File: src/rtl/hazard_controller.sv
`default_nettype none
// ============================================================================
// Module      : hazard_controller
// Description : Hazard and sequencing control for a 5-stage RISC-V pipeline.
//               Decodes the ID instruction, tracks EX/MEM/WB destinations in
//               a shadow scoreboard, and drives the stall, flush and EX
//               forwarding selects. Handles load-use stalls, taken-branch
//               flushes and data-memory wait states with a sticky timeout.
// Options     : HAZARD_PERF_CNT_EN - builds the stall/flush perf counters;
//               when undefined both counter ports are tied to zero.
// Revision    : 1.0 - initial release
// ============================================================================
module hazard_controller #(
    parameter int MAX_WAIT = 16,
    parameter int CNT_W    = 32
) (
    input  logic             clk,
    input  logic             reset,
    input  logic [31:0]      InstrD,
    input  logic             pcsrc_e,
    input  logic             dmem_req_m,
    input  logic             dmem_ready_m,
    output logic             stallF,
    output logic             stallD,
    output logic             stallE,
    output logic             stallM,
    output logic             flushD,
    output logic             flushE,
    output logic             flushW,
    output logic [1:0]       forwardAE,
    output logic [1:0]       forwardBE,
    output logic             mem_timeout,
    output logic [CNT_W-1:0] stall_cycles,
    output logic [CNT_W-1:0] flush_count
);

    localparam int WCNT_W = $clog2(MAX_WAIT + 1);
    localparam logic [WCNT_W-1:0] c_max_wait = WCNT_W'(MAX_WAIT);
    localparam logic [WCNT_W-1:0] c_wait_one = WCNT_W'(1);

    localparam logic [6:0] c_op_rtype  = 7'b0110011;
    localparam logic [6:0] c_op_itype  = 7'b0010011;
    localparam logic [6:0] c_op_load   = 7'b0000011;
    localparam logic [6:0] c_op_store  = 7'b0100011;
    localparam logic [6:0] c_op_branch = 7'b1100011;
    localparam logic [6:0] c_op_jalr   = 7'b1100111;
    localparam logic [6:0] c_op_jal    = 7'b1101111;
    localparam logic [6:0] c_op_lui    = 7'b0110111;
    localparam logic [6:0] c_op_auipc  = 7'b0010111;

    typedef enum logic [0:0] {
        ST_RUN   = 1'b0,
        ST_MWAIT = 1'b1
    } state_t;

    state_t              state_q, state_d;
    logic [WCNT_W-1:0]   wait_cnt_q, wait_cnt_d;
    logic                mem_timeout_q, mem_timeout_d;

    // Scoreboard: EX entry carries sources for forwarding, MEM/WB carry dests
    logic [4:0] e_rd_q, e_rd_d;
    logic       e_regwrite_q, e_regwrite_d;
    logic       e_load_q, e_load_d;
    logic [4:0] e_rs1_q, e_rs1_d;
    logic [4:0] e_rs2_q, e_rs2_d;
    logic [4:0] m_rd_q, m_rd_d;
    logic       m_regwrite_q, m_regwrite_d;
    logic [4:0] w_rd_q, w_rd_d;
    logic       w_regwrite_q, w_regwrite_d;

    logic [6:0] w_opcode;
    logic [4:0] w_rs1, w_rs2, w_rd;
    logic       w_uses_rs1, w_uses_rs2, w_writes_rd, w_is_load;
    logic       w_mem_wait, w_load_use;
    logic       w_stall_f, w_stall_d, w_stall_e, w_stall_m;
    logic       w_flush_d, w_flush_e, w_flush_w;
    logic [1:0] w_fwd_a, w_fwd_b;

    // Funct and immediate-high fields play no part in hazard decisions
    logic unused_instr_bits;
    assign unused_instr_bits = ^{InstrD[31:25], InstrD[14:12]};

    // Decode which register fields of the ID instruction are live
    always_comb begin
        w_opcode    = InstrD[6:0];
        w_rd        = InstrD[11:7];
        w_rs1       = InstrD[19:15];
        w_rs2       = InstrD[24:20];
        w_uses_rs1  = w_opcode inside {c_op_rtype, c_op_itype, c_op_load,
                                       c_op_store, c_op_branch, c_op_jalr};
        w_uses_rs2  = w_opcode inside {c_op_rtype, c_op_store, c_op_branch};
        w_writes_rd = w_opcode inside {c_op_rtype, c_op_itype, c_op_load,
                                       c_op_jal, c_op_jalr, c_op_lui,
                                       c_op_auipc};
        w_is_load   = (w_opcode == c_op_load);
    end

    // Memory-wait FSM, wait counter and sticky timeout
    always_comb begin
        state_d       = state_q;
        wait_cnt_d    = '0;
        mem_timeout_d = mem_timeout_q;
        w_mem_wait    = 1'b0;
        case (state_q)
            ST_RUN: begin
                if (dmem_req_m && !dmem_ready_m) begin
                    w_mem_wait = 1'b1;
                    state_d    = ST_MWAIT;
                end
            end
            ST_MWAIT: begin
                if (dmem_ready_m) begin
                    state_d = ST_RUN;
                end else begin
                    w_mem_wait = 1'b1;
                end
            end
            default: state_d = ST_RUN;
        endcase
        // Every stalled wait-state cycle (including the entry cycle) counts
        if (w_mem_wait) begin
            wait_cnt_d = (wait_cnt_q == c_max_wait) ? wait_cnt_q
                                                    : wait_cnt_q + c_wait_one;
        end
        if (wait_cnt_d == c_max_wait) begin
            mem_timeout_d = 1'b1;
        end
    end

    // Prioritised stall/flush selection: memory wait > branch > load-use
    always_comb begin
        w_load_use = e_load_q && (e_rd_q != 5'd0) &&
                     ((w_uses_rs1 && (w_rs1 == e_rd_q)) ||
                      (w_uses_rs2 && (w_rs2 == e_rd_q)));
        w_stall_f = 1'b0;
        w_stall_d = 1'b0;
        w_stall_e = 1'b0;
        w_stall_m = 1'b0;
        w_flush_d = 1'b0;
        w_flush_e = 1'b0;
        w_flush_w = 1'b0;
        if (w_mem_wait) begin
            // A taken branch in EX is frozen with EX and resolves after release
            w_stall_f = 1'b1;
            w_stall_d = 1'b1;
            w_stall_e = 1'b1;
            w_stall_m = 1'b1;
            w_flush_w = 1'b1;
        end else if (pcsrc_e) begin
            w_flush_d = 1'b1;
            w_flush_e = 1'b1;
        end else if (w_load_use) begin
            w_stall_f = 1'b1;
            w_stall_d = 1'b1;
            w_flush_e = 1'b1;
        end
    end

    // EX operand forwarding, MEM result preferred over WB
    always_comb begin
        w_fwd_a = 2'b00;
        w_fwd_b = 2'b00;
        if (m_regwrite_q && (m_rd_q != 5'd0) && (m_rd_q == e_rs1_q)) begin
            w_fwd_a = 2'b10;
        end else if (w_regwrite_q && (w_rd_q != 5'd0) && (w_rd_q == e_rs1_q)) begin
            w_fwd_a = 2'b01;
        end
        if (m_regwrite_q && (m_rd_q != 5'd0) && (m_rd_q == e_rs2_q)) begin
            w_fwd_b = 2'b10;
        end else if (w_regwrite_q && (w_rd_q != 5'd0) && (w_rd_q == e_rs2_q)) begin
            w_fwd_b = 2'b01;
        end
    end

    // Scoreboard advance; unused source fields are recorded as x0
    always_comb begin
        e_rd_d       = e_rd_q;
        e_regwrite_d = e_regwrite_q;
        e_load_d     = e_load_q;
        e_rs1_d      = e_rs1_q;
        e_rs2_d      = e_rs2_q;
        m_rd_d       = m_rd_q;
        m_regwrite_d = m_regwrite_q;
        if (!w_stall_e) begin
            if (w_flush_e) begin
                e_rd_d       = 5'd0;
                e_regwrite_d = 1'b0;
                e_load_d     = 1'b0;
                e_rs1_d      = 5'd0;
                e_rs2_d      = 5'd0;
            end else begin
                e_rd_d       = w_rd;
                e_regwrite_d = w_writes_rd;
                e_load_d     = w_is_load;
                e_rs1_d      = w_uses_rs1 ? w_rs1 : 5'd0;
                e_rs2_d      = w_uses_rs2 ? w_rs2 : 5'd0;
            end
        end
        if (!w_stall_m) begin
            m_rd_d       = e_rd_q;
            m_regwrite_d = e_regwrite_q;
        end
        w_rd_d       = w_flush_w ? 5'd0 : m_rd_q;
        w_regwrite_d = w_flush_w ? 1'b0 : m_regwrite_q;
    end

    // State, wait counter, timeout flag and scoreboard registers
    always_ff @(posedge clk or negedge reset) begin
        if (!reset) begin
            state_q       <= ST_RUN;
            wait_cnt_q    <= '0;
            mem_timeout_q <= 1'b0;
            e_rd_q        <= 5'd0;
            e_regwrite_q  <= 1'b0;
            e_load_q      <= 1'b0;
            e_rs1_q       <= 5'd0;
            e_rs2_q       <= 5'd0;
            m_rd_q        <= 5'd0;
            m_regwrite_q  <= 1'b0;
            w_rd_q        <= 5'd0;
            w_regwrite_q  <= 1'b0;
        end else begin
            state_q       <= state_d;
            wait_cnt_q    <= wait_cnt_d;
            mem_timeout_q <= mem_timeout_d;
            e_rd_q        <= e_rd_d;
            e_regwrite_q  <= e_regwrite_d;
            e_load_q      <= e_load_d;
            e_rs1_q       <= e_rs1_d;
            e_rs2_q       <= e_rs2_d;
            m_rd_q        <= m_rd_d;
            m_regwrite_q  <= m_regwrite_d;
            w_rd_q        <= w_rd_d;
            w_regwrite_q  <= w_regwrite_d;
        end
    end

    // Outputs forced low while reset is held, even with live inputs
    assign stallF      = reset & w_stall_f;
    assign stallD      = reset & w_stall_d;
    assign stallE      = reset & w_stall_e;
    assign stallM      = reset & w_stall_m;
    assign flushD      = reset & w_flush_d;
    assign flushE      = reset & w_flush_e;
    assign flushW      = reset & w_flush_w;
    assign forwardAE   = reset ? w_fwd_a : 2'b00;
    assign forwardBE   = reset ? w_fwd_b : 2'b00;
    assign mem_timeout = mem_timeout_q;

`ifdef HAZARD_PERF_CNT_EN
    logic [CNT_W-1:0] stall_cycles_q, stall_cycles_d;
    logic [CNT_W-1:0] flush_count_q, flush_count_d;

    // Free-running, wrapping counts of PC-hold and IF/ID-flush cycles
    always_comb begin
        stall_cycles_d = stall_cycles_q;
        flush_count_d  = flush_count_q;
        if (stallF) begin
            stall_cycles_d = stall_cycles_q + CNT_W'(1);
        end
        if (flushD) begin
            flush_count_d = flush_count_q + CNT_W'(1);
        end
    end

    // Performance counter registers
    always_ff @(posedge clk or negedge reset) begin
        if (!reset) begin
            stall_cycles_q <= '0;
            flush_count_q  <= '0;
        end else begin
            stall_cycles_q <= stall_cycles_d;
            flush_count_q  <= flush_count_d;
        end
    end

    assign stall_cycles = stall_cycles_q;
    assign flush_count  = flush_count_q;
`else
    assign stall_cycles = '0;
    assign flush_count  = '0;
`endif

endmodule
`default_nettype wire

File: config.mk
export PLATFORM = sky130hd
export DESIGN_NAME = hazard_controller
export DESIGN_NICKNAME = d
export VERILOG_FILES = /design/src/rtl/hazard_controller.sv
export SDC_FILE = /design/constraint.sdc
export NUM_CORES = 1
export LEC_CHECK = 0
export ABC_AREA = 1
export BUFFER_PORTS_ARGS = -buffer_cell sky130_fd_sc_hd__buf_4
export CAP_MARGIN = 20
export CORE_ASPECT_RATIO = 0.9
export CORE_MARGIN = 3
export CORE_UTILIZATION = 52
export DETAILED_ROUTE_END_ITERATION = 16
export GPL_TIMING_DRIVEN = 0
export MAX_ROUTING_LAYER = met4
export PLACE_DENSITY = 0.9
export SYNTH_ARGS = -nofsm -noshare
export SYNTH_HDL_FRONTEND = slang
export SYNTH_SLANG_ARGS = --single-unit
File: constraint.sdc
create_clock -name clk -period 2.2 [get_ports clk]
set_input_delay 0.11 -clock clk [delete_from_list [all_inputs] [get_ports clk]]
set_output_delay 0.11 -clock clk [all_outputs]
set_load 0.03 [all_outputs]
### Word level (Yosys, flattened, before mapping)

Cells that the tools add are included.

| word-level totals | value |
|---|---|
| bits in registers | 36 |
| bits of input ports | 37 |
| output and inout port bits | 76 |
| logic and storage cells | 82 |

| operators by class | value |
|---|---|
| add/sub/neg operators | 1 |
| equality and inequality tests | 17 |
| multiplexer cells | 28 |
| bitwise operators | 5 |
| reductions and logical operators | 19 |

Operators by type and width:

| cell | count |
|---|---|
| 5-bit two-way mux | 8 |
| 5-bit equality test | 6 |
| 7-bit by 6-bit equality test with 1-bit output, second input constant | 3 |
| 7-bit equality test, second input constant | 3 |
| 1-bit two-way mux | 15 |
| 5-bit nonzero test | 3 |
| 7-bit by 5-bit equality test with 1-bit output, second input constant | 2 |
| 1-bit logical AND | 11 |
| 5-bit equality test, second input constant | 2 |
| 2-bit two-way mux | 4 |
| 7-bit by 2-bit equality test with 1-bit output, second input constant | 1 |
| 7-bit nonzero test | 1 |
| 6-bit nonzero test | 1 |
| 5-bit by 1-bit adder with 5-bit output, second input constant | 1 |
| 1-bit AND | 4 |
| 3-bit nonzero test | 1 |
| 1-bit case mux with 2 select lines | 1 |
| 1-bit zero test | 1 |
| 1-bit logical OR | 1 |
| 1-bit NOT | 1 |

### Depth between registers and ports, before layout

Gate-level depths: netlist of run 1.

| depth | value |
|---|---|
| word-level depth | 9 |
| gate-level depth with buffers | 13 |
| depth with buffers taken out | 12 |

### Least setup slack after synthesis of run 1

No wires, ideal clock.

| path | value |
|---|---|
| path type | register to output |
| start point | register m_rd_q[3] |
| end point | output forwardAE[1] |
| data arrival time | 1703 ps |
| required time | 2090 ps |
| path slack | 387 ps |
| cell stages (with the launch flop) | 5 |
| path buffers | 0 |
| cell sequence | dfrtp_1 xor2_1 nor2_1 inv_1 nor4_1 |

| between the ends | value |
|---|---|
| longest elaborated chain between the ends | 5 |
| elaborated cells on any way between the ends | 6 |
| those cells by class | 1 x eq/ne; 2 x mux; 3 x reduce/logical |

RTL lines:

| what | RTL line | RTL |
|---|---|---|
| start, declared | 66 | `logic [4:0] m_rd_q, m_rd_d;` |
| start signal, assigned | 231 | `m_rd_q <= m_rd_d;` |
| 5-bit nonzero test | 163 | `if (m_regwrite_q && (m_rd_q != 5'd0) && (m_rd_q == e_rs1_q)) begin` |
| 1-bit logical AND | 163 |  |
| 1-bit logical AND * | 163 |  |
| 2-bit two-way mux * | 163 |  |
| 2-bit two-way mux * | 246 | `assign forwardAE = reset ? w_fwd_a : 2'b00;` |
| end, declared | 30 | `output logic [1:0] forwardAE,` |

Mark *: on every way between the ends. The rest lies on a longest branch, timed or not.

### Worst setup path in the final report of run 1

| path | value |
|---|---|
| start point | register e_rd_q[4] |
| end point | output flushE |

| between the ends | value |
|---|---|
| longest elaborated chain between the ends | 8 |
| elaborated cells on any way between the ends | 12 |
| those cells by class | 2 x eq/ne; 3 x mux; 1 x bitwise; 6 x reduce/logical |

RTL lines:

| what | RTL line | RTL |
|---|---|---|
| start, declared | 61 | `logic [4:0] e_rd_q, e_rd_d;` |
| start signal, assigned | 226 | `e_rd_q <= e_rd_d;` |
| 5-bit equality test (on tied branches) | 133, 134 |  |
| 1-bit logical AND (on tied branches) | 133, 134 |  |
| 1-bit logical OR | 133 | `((w_uses_rs1 && (w_rs1 == e_rd_q)) \|\|` |
| 1-bit logical AND * | 132 | `w_load_use = e_load_q && (e_rd_q != 5'd0) &&` |
| 1-bit two-way mux * | 152 | `end else if (w_load_use) begin` |
| 1-bit two-way mux * | 149 | `end else if (pcsrc_e) begin` |
| 1-bit two-way mux * | 142 | `if (w_mem_wait) begin` |
| 1-bit AND * | 244 | `assign flushE = reset & w_flush_e;` |
| end, declared | 28 | `output logic flushE,` |

Marked as above.

==> flow_summary.json, run 1 <==
{
  "status": "completed",
  "fillers": 384,
  "hp-start": "InstrD[24]",
  "hp-class": "in2reg",
  "antenna_left": 0,
  "cts-root-buf": "clkbuf_8",
  "grtUsageTotal_pct": 21.9,
  "gp_congestion": 0.881,
  "min_period_ps": 2000,
  "gr-total-overflow": 0,
  "reg2reg_to": "e_rd_q[4]",
  "ctsLongestPathBuffers": 2,
  "port_buffers": 38,
  "drv_cap": 0,
  "netlist_instances": 355,
  "fin_skew_ps": 9.49,
  "drc": 0,
  "synth_top_area_share_pct": 34.6,
  "cts_max_level": 2,
  "first_global_vias": 2232,
  "period_share_pct": 91.0,
  "vias": 2347,
  "clkTransAtPathRegs_ps": 70,
  "critPathArrivalTime_ps": 1890,
  "powerDensity_mw_per_mm2": 522,
  "antenna_found_initial": 0,
  "routedWlPerCell_um": 11.5,
  "yosysTopAreaCell": "dfrtp_1",
  "worstHoldPathCells": 3,
  "critPathMaxFanout": 10,
  "clock_sinks": 36,
  "io_pins": 113,
  "syn_area_mm2": 0.00261,
  "worstPathRequired_ps": 2090,
  "power_leakage_uw": 0.00195,
  "drv_slew": 0,
  "synthToLayoutAreaGrowth_pct": 26.5,
  "final_hold_viol_count": 0,
  "ys_warn_count": 0,
  "drive_gt1_share_pct": 28.2,
  "ys_types": 26,
  "ir_worst_vdd_mv": 0.375,
  "hpwl_um": 4860,
  "ff2ff_path_depth": 12,
  "worstSetupStartpointType": "register",
  "die_x_um": 80.6,
  "holdPathEnd": "e_rs2_q[4]",
  "grt_pass1_wl_um": 9560,
  "worstMarginPinSlew_ps": 503,
  "multiInputGateArea_mm2": 0.00124,
  "setup-violations-final": 0,
  "max_freq_mhz": 500,
  "postPlaceCellArea_mm2": 0.00321,
  "layout.nets": 503,
  "yosys-top-cells-area": "dfrtp_1 (35%), buf_4 (20%), nand2_1 (11%), inv_1 (5.9%), o21ai_0 (5.2%)",
  "final_common_cell": "buf_4",
  "worst-setup-path-type": "reg2out",
  "antenna_cells": 0,
  "finalSetupTns_ps": 0,
  "cp-end-kind": "output port",
  "postSynthAreaPerCell_um2": 7.34,
  "core-area_mm2": 0.00463,
  "ys_seq_elements": 36,
  "via_per_inst": 4.46,
  "clk_latency_ps": 290,
  "layout_common_cells": "buf_4 (106), nand2_1 (73), conb_1 (64), inv_1 (39), dfrtp_1 (36)",
  "ys_seq_area_share_pct": 34.6,
  "relSlewSlack_pct": 66.2,
  "fp.dieH_um": 73.2,
  "cts_tree": "built",
  "rsz0062_at_grt": "false",
  "rows": 23,
  "routed_wl_um": 6070,
  "drt_iter0_drc": 153,
  "r2r_slack_ps": 660,
  "start_util_pct": 56.3,
  "firstDrtPassIters": 4,
  "reg2reg_from": "e_rd_q[4]",
  "numCtsBuffers": 5,
  "grt_max_degree": 39,
  "fin_area_mm2": 0.00330,
  "die-area_mm2": 0.00590,
  "regArea_um2": 901
}
layer usage:
| metal | up-vias | track usage, % | share of wire, % |
|---|---|---|---|
| met2 | 96 | 38.2 | 52 |
| met1 | 1051 | 24.2 | 38 |
| met5 | - | - | 0 |
| met4 | 0 | 10.3 | 2.1 |
| li1 | 1188 | - | - |
| met3 | 12 | 4.07 | 7.3 |
cells by family after synthesis:
group / count (synthesis) / synth area share [%]
and+or+nand+nor: 139 / 23.1
adders and majority gates: 2 / 0.960
DFF: 36 / 34.6
xor gates and xnor gates: 17 / 5.71
other: 1 / 0.144
buffers and inverters: 117 / 27.1
AOI/OAI and AO/OA: 43 / 8.45
Yosys cell counts (all sizes together):
master and instances:
nand2 78, buf 69, inv 44, dfrtp 36, o21ai 30, nor2 29
nand3 13, xor2 12, a21oi 11, nor3 8, xnor2 5, clkbuf 4
nand4 4, or2 4, ha 2, nor4 2, conb 1, nor3b 1
o22ai 1, o41ai 1
layout make-up:
cell class,instances,area share (%)
inverter,44,5.01
clock buffer,6,2.20
tap,62,2.35
clock inverter,1,0.152
buffer,73,16.4
sequential,36,27.3
timing repair buffer,39,8.96
multi-input combinational,265,37.6
sequential cells by signal, summed over array words and instances, names as in the netlist:
register	cells
state_q	1
m_rd_q	5
w_regwrite_q	1
m_regwrite_q	1
wait_cnt_q	5
e_rs1_q	5
w_rd_q	5
e_load_q	1
e_rs2_q	5
e_regwrite_q	1
mem_timeout	1
e_rd_q	5
power by group:
| group | switching (uW) | internal [uW] | leakage, uW |
|---|---|---|---|
| Sequential | 39.0 | 697 | 0.000480 |
| Combinational | 340 | 202 | 0.00142 |
| Clock | 228 | 215 | 0.0000410 |
through the flow:
stage | total power [uW] | setup slack [ps] | hold slack [ps] | cells | utilization, %
final | 1720 | 198 | 94.1 | 526 | 71.1
after global routing | 1810 | 21.4 | 96.5 | 526 | 71.1
after CTS | 1710 | 170 | 87.1 | 526 | 71.1
after detailed placement | 1280 | 520 | 95.8 | 518 | 69.2
after global placement | 1260 | 543 | 91.0 | 518 | 69.2
after floorplan | 1160 | 387 | -186 | 418 | -
timing repair:
action | CTS | global route
hold buffers | 1 | 0
endpoints found under the setup margin | 0 | 1
buffers inserted | 0 | 0
endpoints found under the hold margin | 36 | 0
gates resized for setup | 0 | 3
worst max path at each step:
stage / start / to
final: e_rd_q[4] / flushE
after global routing: e_rd_q[1] / flushE
after CTS: reset / stallM
after detailed placement: e_rd_q[1] / flushE
after global placement: e_rd_q[3] / flushE
after floorplan: m_rd_q[3] / forwardAE[1]
worst max-delay path, cell delays in order, from the launching register on:
cell and delay, ps:
dfrtp_1 400, inv_1 170, o22ai_1 110, nor2_1 110
nand3_1 90, nand2_2 90, nand2_2 70, nand2_4 110
buf_8 150, nand2_2 50, nor2_2 70, buf_4 160
Power figures use the tool's default switching activity.
==> run 2, diff against run 1 <==
ABC_AREA = 0   (was 1)
CORE_UTILIZATION = 51   (was 52)
==> run 2 against run 1 <==
  * The flow now finishes with violations (negative setup slack)
  * Count of clock-buffer cells in the layout grew 1
  * Design area grew 4.8%
  * Sequential share of layout area fell by 1.2 points
  * Maximum frequency fell by 12%
  * Register-to-register slack got worse by 440 ps
  * Global-route usage down 1.3 points
  * Combinational power rose by 1%
  * Power grew 12%
  * Hold slack got worse by 40 ps
  * Synthesized cell count down 21%
  * Sequential power is essentially flat
  * Critical endpoint is now stallF
==> flow_summary.json, run 2 <==
{
  "cp_slowest_stage_delay_ps": 560,
  "violations": "negative setup slack",
  "grt_pass1_wl_um": 8850,
  "io_pins": 113,
  "synth_edf_count": 0,
  "ctsLongestPathBuffers": 2,
  "drv_cap": 0,
  "final_hold_viol_count": 0,
  "drv_slew": 0,
  "crit_family": "simple AND/OR/NAND/NOR gates",
  "reg2reg_to": "e_rd_q[1]",
  "antenna_found_initial": 0,
  "hp-start": "InstrD[9]",
  "period_share_pct": 104,
  "layout.nets": 439,
  "synthToLayoutAreaGrowth_pct": 36.1,
  "utilization_pct": 74.5,
  "ys_seq_elements": 36,
  "worstSetupStartpointType": "register",
  "fin_skew_ps": 2.83,
  "layout_common_cells": "buf_4 (112), conb_1 (64), nand2_1 (45), dfrtp_1 (34), xor2_1 (24)",
  "synth_ff_type": "dfrtp_1",
  "clock_power_share_pct": 33.5,
  "worstMarginPinSlew_ps": 758,
  "port_buffers": 38,
  "clkTransAtPathRegs_ps": 70,
  "max_freq_mhz": 437,
  "min_period_ps": 2290,
  "cts_tree": "built",
  "ys_seq_area_share_pct": 35.5,
  "hp-class": "in2reg",
  "p_int_uw": 1320,
  "grt_max_degree": 37,
  "antenna_cells": 0,
  "firstDrtPassIters": 4,
  "start_util_pct": 54.8,
  "routed_wl_um": 6110,
  "seq_power_share_pct": 38.1,
  "worstHoldPathCells": 3,
  "relSlewSlack_pct": 49.0,
  "via_per_inst": 4.44,
  "status": "complete, but fails checks",
  "drc": 0,
  "postSynthAreaPerCell_um2": 9.06,
  "antenna_left": 0,
  "cp_slowest_cell": "or4_4",
  "critPathMaxFanout": 2,
  "ff2ff_path_depth": 7,
  "ys_warn_count": 0,
  "ys_types": 38,
  "pre_cts_slack_ps": 176,
  "rsz0062_at_grt": "true",
  "async_flop_share_pct": 100,
  "synth_top_area_share_pct": 35.5,
  "worst-setup-path-type": "reg2out",
  "syn_area_mm2": 0.00254,
  "power_leakage_uw": 0.00192,
  "ir_worst_vdd_mv": 0.607,
  "drt_iter0_drc": 149,
  "fp.dieH_um": 72.9,
  "cpMostUsedCell": "buf_6",
  "cts_max_level": 2,
  "core-area_mm2": 0.00463,
  "yosysTopAreaCell": "dfrtp_1",
  "cts-root-buf": "clkbuf_8",
  "grtUsageTotal_pct": 20.6,
  "hpwl_um": 4330,
  "power_switching_uw": 612,
  "first_global_vias": 1847,
  "routedWlPerCell_um": 13.2,
  "synth_common_cells": "buf_4 (68), nand2_1 (45), dfrtp_1 (36)",
  "gr-total-overflow": 0,
  "r2r_slack_ps": 220,
  "combPwrFrac_pct": 28.4,
  "numCtsBuffers": 5,
  "final_common_cell": "buf_4",
  "gp_congestion": 0.908,
  "clk_latency_ps": 290,
  "synth_most_common_cell": "buf_4",
  "netlist_instances": 280,
  "drive_gt1_share_pct": 39.4,
  "switching_share_pct": 31.7,
  "powerDensity_mw_per_mm2": 560,
  "die_x_um": 80.4,
  "clock_sinks": 36,
  "rows": 23,
  "worst-path-buf-inv": 2,
  "yosys-top-cells-area": "dfrtp_1 (36%), buf_4 (20%), xor2_1 (8.3%), nand2_1 (6.7%), o21ai_2 (3.5%)",
  "cp-end-kind": "output port",
  "setup-violations-final": 2,
  "die-area_mm2": 0.00586,
  "fin_ws_ps": -86.6,
  "crit_chain": "or4_4 > o21ai_2 > nand4b_4 > nand2_1 > a31o_2 > buf_6 > buf_6",
  "vias": 2055,
  "reg2reg_from": "e_rd_q[2]",
  "holdPathEnd": "e_rd_q[2]",
  "critPathArrivalTime_ps": 2180,
  "worstPathRequired_ps": 2090
}
## run 2: cell count changes in the layout (fill, tap and decap cells not counted), moves of 5 or more
cell     change
a21oi_1     -10
nand2_1     -28
buf_6        +7
nor3_1       -6
buf_4        +6
inv_1       -34
xor2_1      +12
o21ai_0     -19
inv_2        -5
nor2_1      -20
and2_1      +10
o21ai_2     +12
## run 2: power by group through the flow
stage	registers [uW]	logic, uW	clock network (uW)
after floorplan	739	388	0
after global placement	750	474	0
after detailed placement	753	485	0
after CTS	736	513	648
after global routing	739	590	676
final	736	550	648
## run 2: layout make-up
type | count | area [um^2]
inverters | 6 | 22.5
well taps | 62 | 77.6
multi-input cells | 227 | 1360
fillers | 343 | 1180
repair buffers | 50 | 402
flip-flops and latches | 36 | 903
plain buffers | 74 | 566
clock inverters | 1 | 30.0
clock buffers | 7 | 96.3
## run 2: kinds of logic after synthesis
| family | after synthesis | share of synthesized area [%] |
|---|---|---|
| fa+ha+maj | 2 | 0.986 |
| simple gates | 100 | 20.1 |
| buf+inv | 80 | 23.0 |
| xor+xnor | 33 | 11.4 |
| flops | 36 | 35.5 |
| other cells | 1 | 0.148 |
| compound gates | 28 | 8.83 |
## run 2: tightest hold or removal path, cell delays in order
cell and delay (ps):
buf_4 110, nand2_1 60, o21ai_2 50
## run 2: routing by layer
| metal | GRT usage (%) | up-vias | part of all wire [%] |
|---|---|---|---|
| met3 | 5.19 | 9 | 6.4 |
| li1 | - | 1031 | - |
| met5 | - | - | 0 |
| met2 | 35.0 | 71 | 53 |
| met1 | 24.6 | 944 | 39 |
| met4 | 5.07 | 0 | 1.3 |
## run 2: per-stage QoR
step	setup TNS [ps]	total power (uW)	cells	cell area (um^2)	hold WS [ps]
6_report	-105	1930	463	3450	54.1
5_1_grt	-269	2010	463	3450	59.7
4_1_cts	0	1900	457	3360	49.0
3_5_place_dp	0	1240	443	3150	113
3_3_place_gp	0	1220	443	3150	106
2_1_floorplan	0	1130	343	2790	-186
## run 2: worst max path at each step
stage              start            to  depth (start not counted)
2_1_floorplan  m_rd_q[0]  forwardAE[0]                          4
3_3_place_gp   e_rd_q[1]        flushE                          6
3_5_place_dp   e_rd_q[1]        flushE                          5
4_1_cts        e_rd_q[1]        stallF                          7
5_1_grt        e_rd_q[2]        stallF                          7
6_report       e_rd_q[2]        stallF                          7
## run 2: repair_timing
| item | in CTS | in global routing |
|---|---|---|
| endpoints found under the setup margin | 4 | 3 |
| buffers inserted | 4 | 6 |
| gates resized for setup | 7 | 11 |
| pin swaps | 1 | 7 |
| hold buffers | 2 | 0 |
| hold endpoints to repair | 36 | 0 |
==> run 3, diff against run 2 <==
==> constraint.sdc (replaced) <==
create_clock -name clk -period 2.2 [get_ports clk]
set_input_delay 0.33 -clock clk [delete_from_list [all_inputs] [get_ports clk]]
set_output_delay 0.33 -clock clk [all_outputs]
set_load 0.03 [all_outputs]
==> run 3 against run 2 <==
  * The flow still finishes with violations (negative setup slack)
  * Die area unchanged
  * Sequential cell count did not move
  * Non-clock buffer count grew 3
  * Design area increased by 4.2%
  * Clock power shrank 33%
  * Register-to-register slack lost 200 ps
  * Combinational power is 11% higher
  * Core utilization grew 3.1 points
  * Power is 7.6% lower
  * Critical path type unchanged
  * Largest cell class unchanged
  * Largest power group unchanged
==> flow_summary.json, run 3 (synthesized netlist as in run 2, its figures left out) <==
{
  "setup-violations-final": 6,
  "worstMarginPinSlew_ps": 630,
  "final_common_cell": "buf_4",
  "gp_congestion": 0.897,
  "numCtsBuffers": 5,
  "cts_max_level": 2,
  "violations": "negative setup slack",
  "worstPathRequired_ps": 1870,
  "powerDensity_mw_per_mm2": 497,
  "vias": 2172,
  "drt_iter0_drc": 127,
  "routed_wl_um": 6930,
  "finalSetupTns_ps": -904,
  "cts-root-buf": "clkbuf_8",
  "cpMostUsedCell": "buf_6",
  "rsz0062_at_grt": "true",
  "layout_common_cells": "buf_4 (109), conb_1 (64), nand2_1 (44), dfrtp_1 (31), xor2_1 (23)",
  "cp_slowest_stage_delay_ps": 570,
  "start_util_pct": 54.8,
  "via_per_inst": 4.67,
  "whs_ps": 48.4,
  "first_global_vias": 2118,
  "worst-path-buf-inv": 2,
  "antenna_cells": 0,
  "io_pins": 113,
  "hpwl_um": 4340,
  "layout.nets": 442,
  "relSlewSlack_pct": 58.0,
  "crit_chain": "or4_4 > o21ai_2 > nand4b_4 > nand2_2 > a31o_4 > buf_6 > buf_6",
  "die-area_mm2": 0.00586,
  "max_freq_mhz": 406,
  "hp-class": "in2async",
  "critPathMaxFanout": 2,
  "drc": 0,
  "rows": 23,
  "fin_ws_ps": -264,
  "fin_skew_ps": 5.27,
  "clk_latency_ps": 280,
  "cp_slowest_cell": "or4_4",
  "gr-total-overflow": 0,
  "pre_cts_slack_ps": -103,
  "antenna_found_initial": 0,
  "crit_family": "simple AND/OR/NAND/NOR gates",
  "final_hold_viol_count": 0,
  "clkTransAtPathRegs_ps": 70,
  "min_period_ps": 2460,
  "drv_slew": 0,
  "worstSetupStartpointType": "register",
  "cts_tree": "built",
  "core-area_mm2": 0.00463,
  "status": "complete, but fails checks",
  "cp-end-kind": "output port",
  "antenna_left": 0,
  "grt_max_degree": 37,
  "critPathArrivalTime_ps": 2130,
  "die_x_um": 80.4,
  "period_share_pct": 112,
  "firstDrtPassIters": 4,
  "grtUsageTotal_pct": 23.4,
  "routedWlPerCell_um": 14.9,
  "grt_pass1_wl_um": 10200,
  "ctsLongestPathBuffers": 2,
  "power_leakage_uw": 0.00194,
  "drv_cap": 0,
  "utilization_pct": 77.7,
  "port_buffers": 38,
  "clock_sinks": 36,
  "drive_gt1_share_pct": 43.2,
  "ir_worst_vdd_mv": 0.371,
  "power_uw": 1790,
  "fp.dieH_um": 72.9,
  "synthToLayoutAreaGrowth_pct": 41.8,
  "worst-setup-path-type": "reg2out"
}
-- run 3: cell count changes in the layout (fill, tap and decap cells not counted), moves of 2 or more --
cell / delta
nor4_4: +3
xnor2_1: -3
nor4_1: -2
xnor2_2: +3
clkbuf_8: -2
buf_6: +6
dfrtp_2: +3
buf_4: -3
dfrtp_1: -3
clkinv_2: +2
-- run 3: path summary, 6_finish.rpt --
check / cells after the start / slack [ps] / start / to
max: 7 / -260 / e_rd_q[1] / stallF
min: 2 / 50 / reset / wait_cnt_q[2]
max reg2reg: 9 / 20 / e_rd_q[1] / e_rs1_q[4]
min reg2reg: 2 / 490 / mem_timeout / mem_timeout
max in group asynchronous: 2 / 1960 / reset / e_rd_q[4]
min in group clk: 3 / 280 / InstrD[10] / e_rd_q[3]
-- run 3: repair_timing --
action | CTS | global route
hold endpoints to repair | 36 | 0
hold buffers | 1 | 0
gates resized for setup | 27 | 21
cloned | 0 | 0
pin swaps | 9 | 13
setup buffers | 12 | 3
endpoints found under the setup margin | 9 | 9
-- run 3: cell type report --
| class | instances | area, um^2 |
|---|---|---|
| multi-input combinational | 227 | 1490 |
| fill | 299 | 1030 |
| sequential | 36 | 907 |
| buffer | 74 | 574 |
| timing repair buffer | 53 | 448 |
| tap | 62 | 77.6 |
| clock buffer | 6 | 72.6 |
| inverter | 6 | 23.8 |
| clock inverter | 1 | 5.00 |
-- run 3: layer usage --
layer  global-route usage, %  wire length (um)  vias to the layer above
li1                        -                 -                     1037
met1                    25.5              2390                     1023
met2                    41.3              3840                       85
met3                    5.43               442                       27
met4                    9.01               247                        0
met5                       -                 0                        -
-- run 3: metrics by stage --
stage          area (um^2)  instances
3_3_place_gp          3170        443
5_1_grt               3600        465
3_5_place_dp          3170        443
2_1_floorplan         2800        343
4_1_cts               3460        463
6_report              3600        465
-- run 3: report_power, final --
part	switching, uW	internal (uW)	total (uW)
logic	361	252	613
clock network	222	215	437
registers	41.4	696	737
